### src/rtl/mux_rr_arbiter.sv
// mux_rr_arbiter: round-robin grant of one shared mux16_1 path among NUM_REQ requesters (optional hold timeout via ARB_TIMEOUT_EN)
module mux_rr_arbiter #(
  parameter int NUM_REQ  = 16,
  parameter int SEL_W    = 4,
  parameter int MAX_HOLD = 8
) (
  input  logic               clk,
  input  logic               reset,
  input  logic [NUM_REQ-1:0] req,
  input  logic               done,
  output logic [NUM_REQ-1:0] grant,
  output logic [SEL_W-1:0]   sel,
  output logic               valid,
  output logic               timeout
);
  typedef enum logic {IDLE, GRANT} state_t;
  state_t state, state_n;
  logic [NUM_REQ-1:0] grant_n;
  logic [SEL_W-1:0] sel_n, ptr, ptr_n, win;
  logic valid_n, rel, stop;
  if (SEL_W != $clog2(NUM_REQ) || NUM_REQ != (1 << SEL_W) || MAX_HOLD < 1) begin : g_bad_cfg
    $error("mux_rr_arbiter: inconsistent NUM_REQ/SEL_W/MAX_HOLD");
  end
  assign rel = done | ~req[sel];
`ifdef ARB_TIMEOUT_EN
  localparam int HW = $clog2(MAX_HOLD + 1);
  logic [HW-1:0] hold_cnt;
  logic expire;
  assign expire = hold_cnt == HW'(MAX_HOLD - 1);
  assign stop = rel | expire;
  // hold counter runs only while a grant is kept; timeout pulses on a forced release
  always_ff @(posedge clk) begin
    if (reset) begin
      hold_cnt <= '0;
      timeout  <= 1'b0;
    end else begin
      hold_cnt <= (state == GRANT && !stop) ? hold_cnt + 1'b1 : '0;
      timeout  <= state == GRANT && !rel && expire;
    end
  end
`else
  assign stop = rel;
  assign timeout = 1'b0;
`endif
  // first requester at or after ptr, wrapping; lower offsets overwrite higher ones
  always_comb begin
    win = ptr;
    for (int i = NUM_REQ - 1; i >= 0; i--)
      if (req[ptr + SEL_W'(i)]) win = ptr + SEL_W'(i);
  end
  // next state: grant from IDLE, release from GRANT (always via an idle bubble)
  always_comb begin
    state_n = state;
    grant_n = grant;
    sel_n   = sel;
    valid_n = valid;
    ptr_n   = ptr;
    if (state == IDLE && |req) begin
      state_n = GRANT;
      grant_n = NUM_REQ'(1) << win;
      sel_n   = win;
      valid_n = 1'b1;
    end else if (state == GRANT && stop) begin
      state_n = IDLE;
      grant_n = '0;
      sel_n   = '0;
      valid_n = 1'b0;
      ptr_n   = sel + 1'b1;
    end
  end
  // registered state and outputs
  always_ff @(posedge clk) begin
    if (reset) begin
      state <= IDLE;
      grant <= '0;
      sel   <= '0;
      valid <= 1'b0;
      ptr   <= '0;
    end else begin
      state <= state_n;
      grant <= grant_n;
      sel   <= sel_n;
      valid <= valid_n;
      ptr   <= ptr_n;
    end
  end
endmodule
### config.mk
export PLATFORM = sky130hd
export DESIGN_NAME = mux_rr_arbiter
export DESIGN_NICKNAME = d
export VERILOG_FILES = /design/src/rtl/mux_rr_arbiter.sv
export SDC_FILE = /design/constraint.sdc
export NUM_CORES = 1
export LEC_CHECK = 0
export CAP_MARGIN = 5
export CELL_PAD_IN_SITES_DETAIL_PLACEMENT = 0
export CELL_PAD_IN_SITES_GLOBAL_PLACEMENT = 1
export CORE_UTILIZATION = 40
export CTS_CLUSTER_DIAMETER = 80
export DETAILED_ROUTE_END_ITERATION = 6
export PLACE_DENSITY = 0.72
export SYNTH_ARGS = -nofsm -noshare
export SYNTH_HDL_FRONTEND = slang
export SYNTH_SLANG_ARGS = --single-unit
### constraint.sdc
create_clock -name clk -period 5.3 [get_ports clk]
set_input_delay 1.06 -clock clk [delete_from_list [all_inputs] [get_ports clk]]
set_output_delay 1.06 -clock clk [all_outputs]
set_load 0.005 [all_outputs]
==> results.ini <==
[critical_path]
worstPathArrival_ps = 4380
cp-end-kind = flip-flop
start_kind = flip-flop
critPathRequiredTime_ps = 5520
path_max_fanout = 16
critPathKind = flip-flop to flip-flop

[flow_run]
timing.max_cap.violations = 0

[sta]
setup_viol = 0
setup_tns_ps = 0
period_share_pct = 78.6
fin_crit_ps = 4170
maxSlewHeadroom_pct = 47.8
hold_viol_final = 0
skew_ps = 7.82
slew_viol_final = 0
rsz0062_at_grt = no
fmax_ghz = 0.240
tightest_slew_ps = 783

[floorplan]
start_util_pct = 41.5
num_rows = 33
fp.dieH_um = 94.3
core-area_um2 = 8220
die_w_um = 94.3
io_pins = 41
die_area_um2 = 8900

[global_routing]
grtUsageTotal_pct = 25.1
grt_max_degree = 33
gr-total-overflow = 0
grt_pass1_vias = 3114
antenna_found_initial = 0
grt_pass1_wl_um = 17300

[layout]
fin_area_um2 = 3930
ff_latch_area_um2 = 500
area_delta_synth_final_pct = 15.2
layout.nets = 436
insertedDiodeCount = 0
fillerInstances = 803
layout_commonest_cell = mux2i_1
most-common-layout-cells = mux2i_1 (42), clkdlybuf4s50_1 (39), nor2_1 (30), nand2_1 (29), dfxtp_1 (25)
fin_cells = 513
layout-drive-gt1-share_pct = 17.4
multi_input_area_um2 = 2760

[yosys]
avgSynthCellArea_um2 = 8.97
synthAdderAreaFrac_pct = 2.94
synth_compound_area_share_pct = 21.9
yosysWarnings = 0
synth_cell_types = 68
ys.flop_type = dfxtp_1
synthMuxAreaShare_pct = 34.8
syn_nets = 407
yosysSeqAreaShare_pct = 14.7
synthArstFlopShare_pct = 0
syn_inst = 380
synth_edf_count = 0
synth_top_family_by_area = multiplexers
ys_ff_latch = 25
synth-xor-area-share_pct = 4.04
synth-simple-area-share_pct = 17.2
netlist_area_um2 = 3410

[clock_tree]
clk_latency_ps = 270
clk_pin_slew_worst_paths_ps = 90
cts_sinks = 25
cts_buffer_depth = 2
cts_max_level = 1
cts_setup_buffers = 0
ctsHoldBuffers = 0
cts_tree = built
root_buffer = clkbuf_8
cts-resized-gates = 0
cts_buffers = 3

[routing]
drc = 0
vias_per_cell = 6.62
vias = 3394
routed_wl_um = 10700
firstDrtPassIters = 5
postRouteAntennaNets = 0
drt_iter0_markers = 296
routedWlPerCell_um = 20.9

[run_status]
status = complete, no violations

[placement]
post-place-cells = 509
portBuffers = 39
hpwl_um = 8210
gp_congestion = 0.951
postPlaceCellArea_um2 = 3880

[pwr]
seqPwrFrac_pct = 12.1
clkPwrFrac_pct = 4.6
peakVddDrop_mv = 0.248
p_int_w = 0.00117
combPwrFrac_pct = 83.3
power.density_nw_per_um2 = 628
power_switching_w = 0.00130
sw_frac_of_total_pct = 52.6
p_leak_nw = 1.31

[hold_path]
min_path_type = flip-flop to flip-flop

## power by group through the flow
stage | Clock, W | Combinational, W | Sequential (W)
final | 0.000114 | 0.00205 | 0.000298
after floorplan | 0 | 0.00150 | 0.000286
after global routing | 0.000127 | 0.00221 | 0.000307
after CTS | 0.000118 | 0.00201 | 0.000299
after global placement | 0 | 0.00202 | 0.000302
after detailed placement | 0 | 0.00200 | 0.000302
## layer usage
layer | share of wire [%] | global-route usage (%) | vias to the layer above
met5 | 0 | 0 | -
met4 | 1.6 | 5.00 | 0
met3 | 6.2 | 3.72 | 14
met2 | 46 | 38.6 | 143
met1 | 47 | 37.0 | 1674
li1 | - | - | 1563
## flip-flops by register name (all words and copies together) (netlist names)
register,flops
state,1
sel,4
grant,16
ptr,4
## kinds of logic after synthesis
| logic type | after synthesis |
|---|---|
| AOI/OAI and AO/OA | 99 |
| xor gates and xnor gates | 14 |
| adders and majority gates | 8 |
| buffers and inverters | 31 |
| DFF | 25 |
| muxes | 86 |
| other | 1 |
| and+or+nand+nor | 116 |
## cells in the mapped netlist (5+ instances only)
library cell	n	area share, %
a211oi_1	5	1.1
a21oi_1	10	1.5
a22o_1	10	2.6
a22oi_1	6	1.3
a31oi_1	5	0.92
buf_2	6	0.88
clkbuf_1	10	1.1
dfxtp_1	25	15
ha_1	8	2.9
inv_1	5	0.55
mux2_2	20	6.6
mux2i_1	42	12
mux4_2	24	16
nand2_1	29	3.2
nand3_1	11	1.6
nor2_1	30	3.3
nor2b_1	5	0.92
nor3_1	10	1.5
nor4_1	5	0.92
o211ai_1	5	1.1
o21ai_0	7	1.0
o21ai_1	8	1.2
o221ai_1	7	1.8
o22ai_1	7	1.3
xnor2_1	7	1.8
xor2_1	5	1.3
## worst max-delay path, stage by stage, from the launching register on
cell      delay (ps)
dfxtp_1          340
clkinv_1          60
buf_4            190
ha_1             790
buf_4            270
mux2i_1          130
mux4_2           540
mux2_2           350
o21ai_0          160
nand3_1          110
o211ai_1         610
nand2_1          100
nor2_1           280
a22o_1           180
## layout make-up
cell class	instances	area share [%]
Tap cell	105	3.35
Clock buffer	3	1.05
Multi-Input combinational cell	324	70.3
Timing Repair Buffer	48	11.7
Clock inverter	1	0.191
Sequential cell	25	12.7
Inverter	7	0.669
## through the flow
| stage | total power (W) | hold WS, ps | worst slack, ps | utilization, % |
|---|---|---|---|---|
| 3_5_place_dp | 0.00231 | 443 | 975 | 47.2 |
| 5_1_grt | 0.00264 | 479 | 817 | 47.8 |
| 3_3_place_gp | 0.00232 | 440 | 945 | 47.2 |
| 2_1_floorplan | 0.00179 | 442 | 1100 | - |
| 4_1_cts | 0.00243 | 455 | 1170 | 47.8 |
| 6_report | 0.00246 | 451 | 1130 | 47.8 |
## final timing paths
path / cells past startpoint / start / slack (ps) / endpoint
max: 13 / ptr[1] / 1130 / grant[11]
min: 2 / grant[1] / 450 / grant[1]
max reg2reg: 13 / ptr[1] / 1130 / grant[11]
min reg2reg: 2 / grant[1] / 450 / grant[1]
(Power assumes the default switching activity.)
